--- src/rtl/quiz_countdown_timer.sv ---
// quiz_countdown_timer
//   mm:ss countdown timer for the quiz game. The game FSM loads a start time,
//   starts/pauses/resumes it. An internal prescaler turns CLK_HZ clock cycles
//   into a one-second decrement. The block flags low time (warn) and expiry
//   (rem level + one-cycle expired_pulse). All outputs come straight from flops.
// Ports
//   clk, reset_n            system clock, asynchronous active-low reset
//   load, load_min/load_sec load strobe and time (seconds > 59 clamp to 59)
//   start, pause            control strobes (load > pause > start > tick)
//   minutes, seconds        remaining time for the 7-seg driver
//   running                 state is RUN
//   warn                    0 < remaining seconds <= WARN_SEC
//   rem                     state is EXPIRED
//   expired_pulse           one cycle on entry to EXPIRED
//   tick                    one cycle on every prescaler wrap while running
module quiz_countdown_timer #(
  parameter int CLK_HZ      = 50_000_000,
  parameter int MIN_W       = 6,
  parameter int DEFAULT_MIN = 3,
  parameter int DEFAULT_SEC = 0,
  parameter int WARN_SEC    = 10
) (
  input  logic             clk,
  input  logic             reset_n,
  input  logic             load,
  input  logic [MIN_W-1:0] load_min,
  input  logic [5:0]       load_sec,
  input  logic             start,
  input  logic             pause,
  output logic [MIN_W-1:0] minutes,
  output logic [5:0]       seconds,
  output logic             running,
  output logic             warn,
  output logic             rem,
  output logic             expired_pulse,
  output logic             tick
);

  localparam int PSC_W = (CLK_HZ > 1) ? $clog2(CLK_HZ) : 1;
  localparam logic [PSC_W-1:0] PSC_LAST = PSC_W'(CLK_HZ - 1);
  // Total-seconds width: min*60 < 2^(MIN_W+6), plus 59 still fits.
  localparam int TW = MIN_W + 7;
  localparam logic [TW-1:0]    WARN_T  = TW'(WARN_SEC);
  localparam logic [MIN_W-1:0] DEF_MIN = MIN_W'(DEFAULT_MIN);
  localparam logic [5:0]       DEF_SEC = 6'(DEFAULT_SEC);

  typedef enum logic [1:0] {S_IDLE, S_RUN, S_PAUSED, S_EXPIRED} state_e;

  function automatic logic calc_warn(input logic [MIN_W-1:0] m, input logic [5:0] s);
    logic [TW-1:0] t;
    t = TW'(m) * TW'(60) + TW'(s);
    return (t <= WARN_T) && (t != '0);
  endfunction

  localparam logic DEF_WARN = calc_warn(DEF_MIN, DEF_SEC);

  state_e           state_q, state_d;
  logic [PSC_W-1:0] psc_q, psc_d;
  logic [MIN_W-1:0] min_q, min_d;
  logic [5:0]       sec_q, sec_d;
  logic             running_q, running_d;
  logic             warn_q, warn_d;
  logic             rem_q, rem_d;
  logic             pulse_q, pulse_d;
  logic             tick_q, tick_d;

  always_comb begin
    state_d = state_q;
    psc_d   = psc_q;
    min_d   = min_q;
    sec_d   = sec_q;
    tick_d  = 1'b0;
    if (load) begin
      min_d   = load_min;
      sec_d   = (load_sec > 6'd59) ? 6'd59 : load_sec;
      psc_d   = '0;
      state_d = S_IDLE;
    end else begin
      unique case (state_q)
        S_IDLE: begin
          if (start) begin
            psc_d   = '0;
            // Starting at 0:00 expires at once so the game still sees a pulse.
            state_d = (min_q == '0 && sec_q == '0) ? S_EXPIRED : S_RUN;
          end
        end
        S_RUN: begin
          // pause beats a coincident wrap: prescaler parks at PSC_LAST so the
          // first RUN cycle after resume performs the skipped decrement.
          if (pause) begin
            state_d = S_PAUSED;
          end else if (psc_q == PSC_LAST) begin
            psc_d  = '0;
            tick_d = 1'b1;
            if (sec_q != '0) begin
              sec_d = sec_q - 6'd1;
            end else if (min_q != '0) begin
              min_d = min_q - MIN_W'(1);
              sec_d = 6'd59;
            end
            if (min_q == '0 && sec_q <= 6'd1) state_d = S_EXPIRED;
          end else begin
            psc_d = psc_q + PSC_W'(1);
          end
        end
        S_PAUSED: begin
          if (start) state_d = S_RUN;
        end
        S_EXPIRED: ;
        default: state_d = S_IDLE;
      endcase
    end
    running_d = (state_d == S_RUN);
    rem_d     = (state_d == S_EXPIRED);
    pulse_d   = (state_d == S_EXPIRED) && (state_q != S_EXPIRED);
    warn_d    = calc_warn(min_d, sec_d);
  end

  always_ff @(posedge clk or negedge reset_n) begin
    if (!reset_n) begin
      state_q   <= S_IDLE;
      psc_q     <= '0;
      min_q     <= DEF_MIN;
      sec_q     <= DEF_SEC;
      running_q <= 1'b0;
      warn_q    <= DEF_WARN;
      rem_q     <= 1'b0;
      pulse_q   <= 1'b0;
      tick_q    <= 1'b0;
    end else begin
      state_q   <= state_d;
      psc_q     <= psc_d;
      min_q     <= min_d;
      sec_q     <= sec_d;
      running_q <= running_d;
      warn_q    <= warn_d;
      rem_q     <= rem_d;
      pulse_q   <= pulse_d;
      tick_q    <= tick_d;
    end
  end

  assign minutes       = min_q;
  assign seconds       = sec_q;
  assign running       = running_q;
  assign warn          = warn_q;
  assign rem           = rem_q;
  assign expired_pulse = pulse_q;
  assign tick          = tick_q;

endmodule

--- config.mk ---
export PLATFORM = sky130hd
export DESIGN_NAME = quiz_countdown_timer
export DESIGN_NICKNAME = d
export VERILOG_FILES = /design/src/rtl/quiz_countdown_timer.sv
export SDC_FILE = /design/constraint.sdc
export NUM_CORES = 1
export LEC_CHECK = 0
export CAP_MARGIN = 20
export CORE_ASPECT_RATIO = 1.4
export CORE_MARGIN = 5
export CORE_UTILIZATION = 56
export DETAILED_ROUTE_END_ITERATION = 16
export PLACE_DENSITY = 0.89
export SETUP_SLACK_MARGIN = 0.02
export SLEW_MARGIN = 10
export SYNTH_ARGS = -nofsm -noshare
export SYNTH_HDL_FRONTEND = slang
export SYNTH_SLANG_ARGS = --single-unit
export TNS_END_PERCENT = 1
--- constraint.sdc ---
create_clock -name clk -period 6.6 [get_ports clk]
set_input_delay 1.32 -clock clk [delete_from_list [all_inputs] [get_ports clk]]
set_output_delay 1.32 -clock clk [all_outputs]
set_load 0.02 [all_outputs]
# --- Yosys cells after proc, flatten, opt, wreduce, memory -nomap -nowiden ---
# Index checks and enable logic that the tools add are counted.
# W data, S select, Z words.
word_totals:
  register_bits: 45
  out_inout_bits: 17
  wordCells: 67
op_classes:
  add_sub_neg: 4
  mul: 1
  order_cmp: 3
  n_eq_ne: 8
  mux: 30
  n_reduce_logical: 12
ops:
  columns: ["operator", "n"]
  rows:
  - ["$mux W26", 4]
  - ["$mux W6", 13]
  - ["$pmux W26 S2", 1]
  - ["$add A26 B1 Y26 const B", 1]
  - ["$eq A26 B26 Y1 const B", 1]
  - ["$mux W2", 7]
  - ["$add A12 B6 Y13", 1]
  - ["$le A13 B4 Y1 const B", 1]
  - ["$reduce_bool A13 Y1", 1]
  - ["$logic_not A6 Y1", 2]
  - ["$reduce_bool A6 Y1", 2]
  - ["$sub A6 B1 Y6 const B", 2]
  - ["$mul A6 B4 Y10 const B", 1]
  - ["$gt A6 B6 Y1 const B", 1]
  - ["$le A6 B1 Y1 const B", 1]
  - ["$ne A3 B3 Y1 const B", 2]
  - ["$pmux W2 S3", 1]
  - ["$eq A2 B1 Y1 const B", 2]
  - ["$eq A2 B2 Y1 const B", 2]
  - ["$logic_and A1 B1 Y1", 4]
  - ["$mux W1", 4]
  - ["$reduce_and A3 Y1", 1]
  - ["$reduce_bool A3 Y1", 1]
  - ["$logic_not A2 Y1", 1]
  - ["$ne A2 B2 Y1 const B", 1]

# --- Logic depth before layout (Yosys ltp) ---
depth:
  word_depth: 11
  ltp_mapped: 22
  depth_no_buf: 21

# --- Least setup slack after synthesis ---
# OpenSTA, ideal clock, no wires.
synth_timing:
  kind: "input -> register"
  start: "input pause"
  end: "register warn_q (netlist: warn)"
  setup_ns: 0.095
  arrival_time_ns: 5.465
  t_required_ns: 6.505
  path_slack_ns: 1.040
  cell_stages: 20
  path_cell_list: "nor3b_1 and4_1 buf_4 nand3_1 nor2_1 a21oi_1 o21ai_1 inv_1 fa_1 inv_1 fa_1 fa_1 a211oi_1 o21bai_1 a21oi_1 xnor2_1 nand4_1 nor2_1 mux2i_1 nor4b_2"
synth_between:
  elab_chain_len: 7
  elab_cells_between_ends: 11
  classes_between: "add/sub: 1; mul: 1; order compare: 1; mux: 6; reduce/logical: 2"
synth_rtl:
  columns: ["element", "line", "rtl"]
  rows:
  - ["start, declared", "29", "input logic pause,"]
  - ["$mux W6 *", "90", "if (pause) begin"]
  - ["$mux W6 *", "79", "unique case (state_q)"]
  - ["$mux W6 *", "73", "if (load) begin"]
  - ["named net min_d[1]", "59", "logic [MIN_W-1:0] min_q, min_d;"]
  - ["$mul A6 B4 Y10 *", "51", "t = TW'(m) * TW'(60) + TW'(s);"]
  - ["$add A12 B6 Y13 *", "51", null]
  - ["$le A13 B4 Y1 or $reduce_bool A13 Y1 (tied branches)", "52", "return (t <= WARN_T) && (t != '0);"]
  - ["$logic_and A1 B1 Y1 *", "52", null]
  - ["named net warn_d", "62", "logic warn_q, warn_d;"]
  - ["end signal, assigned", "136", "warn_q <= warn_d;"]
  - ["end, declared", "62", null]
# The timed path passes the listed nets; every way through them passes the cells marked *.
# A chain may end at the register's enable or synchronous reset.

# --- Final worst setup path ---
layout_timing:
  start: "input pause"
  end: "register warn_q (netlist: warn)"
layout_between:
  elab_chain_len: 7
  elab_cells_between_ends: 11
  classes_between: "add/sub: 1; mul: 1; order compare: 1; mux: 6; reduce/logical: 2"
layout_rtl:
  columns: ["element", "line"]
  rows:
  - ["$mux W6", "90"]
  - ["$mux W6", "79"]
  - ["$mux W6", "73"]
  - ["$mul A6 B4 Y10", "51"]
  - ["$add A12 B6 Y13 *", "51"]
  - ["$le A13 B4 Y1 or $reduce_bool A13 Y1 (tied branches)", "52"]
  - ["$logic_and A1 B1 Y1 *", "52"]
  - ["named net warn_d", "62"]
# Marks and branches as above.

==> results.py <==
metrics = {
    "status": {
        "outcome": "completed",
    },
    "cells_and_area": {
        "layout.nets": 446,
        "instances_no_fill": 471,
        "final_cell_mix": "dfrtp_1, nor2_1, clkdlybuf4s50_1, nand2_1, o21ai_0",
        "drive_above_1_share_pct": 7.98,
        "layout_commonest_cell": "dfrtp_1",
        "syn_to_final_growth_pct": 16.0,
        "antennaDiodeCount": 0,
    },
    "power": {
        "fin_total_pwr_w": 0.000898,
        "cellPowerDensity_nw_per_um2": 237,
        "p_leak_nw": 1.67,
        "ir_drop_mv": 0.194,
    },
    "detailed_routing": {
        "first_pass_iters": 4,
        "routed_wl_um": 7930,
        "via_per_inst": 6.17,
        "postRouteAntennaNets": 0,
        "drc": 0,
        "routedWlPerCell_um": 16.8,
        "vias": 2907,
        "drt_iter0_markers": 145,
    },
    "timing": {
        "tightestPinTransition_ps": 861,
        "post-route-min-period_ps": 5960,
        "hold_violations": 0,
        "final.setup.worst_slack_ps": 637,
        "fin_crit_sh_pct": 90.4,
        "setup_viol": 0,
        "grt_setup_unrepaired": "no",
        "timing.setup.tns_ps": 0,
        "slew_viol_final": 0,
        "fmax_mhz": 168,
        "worst_clock_skew_ps": 9.24,
        "relSlewSlack_pct": 42.4,
    },
    "floorplan": {
        "die-area_sq_um": 7490,
        "num_io_pins": 34,
        "rows": 33,
        "fp.dieW_um": 74.6,
        "start_util_pct": 56.6,
        "core_sq_um": 5780,
        "die_h_um": 100,
    },
    "min_path": {
        "hold_path.class": "reg -> reg",
    },
    "clock_network": {
        "cts.sinks": 45,
        "clk_pin_slew_ps": 90,
        "cts_tree": "built",
        "htreeDepth": 2,
        "root_buffer": "clkbuf_8",
        "cts_made_buffers": 5,
        "hold_buffers": 0,
        "clk_path_buf_depth": 2,
        "post_cts_resized": 0,
        "post_cts_buffers": 0,
        "clkLatencyLatePin_ps": 300,
    },
    "critical_path": {
        "crit_path_end_kind": "register",
        "cp-start-kind": "primary input",
        "cp.arrival_ps": 6180,
        "worstPathMaxFanout": 10,
        "required_ps": 6820,
        "criticalPathCategory": "in -> reg",
    },
    "place": {
        "dp_hpwl_um": 6170,
        "port_buffers": 33,
        "dpl_worst_slack_ps": 398,
        "dp.cells": 462,
        "gp_congestion": 0.921,
    },
    "synth": {
        "ys_types": 60,
        "ys_seq_area_share_pct": 34.5,
        "synthCells": 365,
        "avgSynthCellArea_sq_um": 8.96,
        "yosys_register_bits": 45,
        "synth_edf_count": 0,
        "netlist_area_sq_um": 3270,
        "syn_nets": 411,
        "yosys_warnings": 0,
        "synth-async-reset-ratio_pct": 100,
        "ys.flop_type": "dfrtp_1",
    },
    "global_routing": {
        "grt_usage_pct": 22.7,
        "grt_remaining_overflow": 0,
        "grt_pass1_vias": 2987,
        "grt_max_degree": 46,
        "antenna_found_initial": 0,
        "grt_first_pass_wirelength_um": 13300,
    },
    "run": {
        "max_cap_viol_count": 0,
    },
}
## through the flow
stage | instance area, sq um | hold slack [ps] | util, %
floorplan | 3270 | 468 | -
global placement | 3670 | 485 | 63.5
global route | 3790 | 542 | 65.6
finish | 3790 | 517 | 65.6
CTS | 3770 | 516 | 65.3
detailed placement | 3670 | 497 | 63.5
## worst paths after layout
check                           start          to  slack (ps)  cells past startpoint
hold reg to reg              psc_q[1]    psc_q[1]         520                      2
min in group asynchronous     reset_n   psc_q[22]         910                      1
hold / removal               psc_q[1]    psc_q[1]         520                      2
setup reg to reg           seconds[5]        warn        1330                     19
setup / recovery                pause        warn         640                     19
max in group asynchronous     reset_n  minutes[1]        5130                      2
## layer usage
layer  vias to the layer above  share of wire, %  GRT usage [%]
met5                         -                 0              0
met1                      1432                37           24.1
met3                        29               2.9           2.81
met4                         0               4.9           12.6
li1                       1367                 -              -
met2                        79                55           41.7
## synth_stat cells (2+ instances only)
cell / instances / area (sq um)
a211oi_1: 4 / 30.0
o31ai_1: 7 / 52.6
nor2b_1: 4 / 25.0
nor4_1: 4 / 25.0
o21bai_1: 6 / 45.0
o21ai_0: 24 / 120
buf_4: 2 / 15.0
a21oi_1: 18 / 90.1
nand3_1: 18 / 90.1
or3_1: 3 / 18.8
nand2b_1: 5 / 31.3
nand2_1: 28 / 105
and3_1: 7 / 43.8
dfrtp_1: 43 / 1080
fa_1: 6 / 120
a21o_1: 4 / 30.0
ha_1: 23 / 288
and4_1: 2 / 17.5
or3_2: 2 / 15.0
inv_1: 21 / 78.8
xor2_1: 16 / 140
nor2_1: 37 / 139
and2b_1: 2 / 15.0
nand4_1: 6 / 37.5
clkbuf_1: 7 / 26.3
xnor2_1: 14 / 123
nor3_1: 11 / 55.1
a31oi_1: 2 / 12.5
mux2i_1: 3 / 30.0
dfstp_2: 2 / 52.6
and2_1: 4 / 25.0
or4_1: 2 / 15.0
## state kept, by name, summed over array words and instances, names as in the netlist
register	count
rem	1
minutes	6
psc_q	26
running	1
tick	1
state_q	2
warn	1
seconds	6
expired_pulse	1
## report_power, final
group | internal (W) | switching [W]
clock | 0.0000948 | 0.0000966
sequential | 0.000286 | 0.0000144
combinational | 0.000174 | 0.000232
total | 0.000555 | 0.000343
## kinds of logic (layout without fill, tap and decap cells)
group | Yosys count | count (layout) | synth area share (%)
DFF | 45 | 45 | 34.5
buffers and inverters | 32 | 68 | 3.94
xor gates and xnor gates | 30 | 30 | 8.04
and+or+nand+nor | 147 | 147 | 24.2
AOI/OAI and AO/OA | 77 | 77 | 15.3
adders and majority gates | 30 | 30 | 12.8
muxes | 4 | 4 | 1.26
## worst max-delay path: stages
cell             delay, ps
clkdlybuf4s50_1        480
nor3b_1                410
and4_1                 300
buf_4                  200
nand3_1                120
mux2i_1                160
o21a_1                 220
fa_1                   510
inv_1                   60
fa_1                   480
fa_1                   470
a211oi_1               260
o21bai_1               110
a21oi_1                200
xnor2_1                210
nand4_1                170
nor2_1                 130
mux2i_1                 80
nor4b_2                260
## layout make-up
cell class / instances / area [sq um]
multi-input combinational: 288 / 2020
sequential: 45 / 1130
fill: 468 / 1990
clock buffer: 7 / 96.3
timing repair buffer: 38 / 375
inverter: 22 / 82.6
clock inverter: 1 / 5.00
tap: 70 / 87.6
Power figures use the tool's default switching activity.
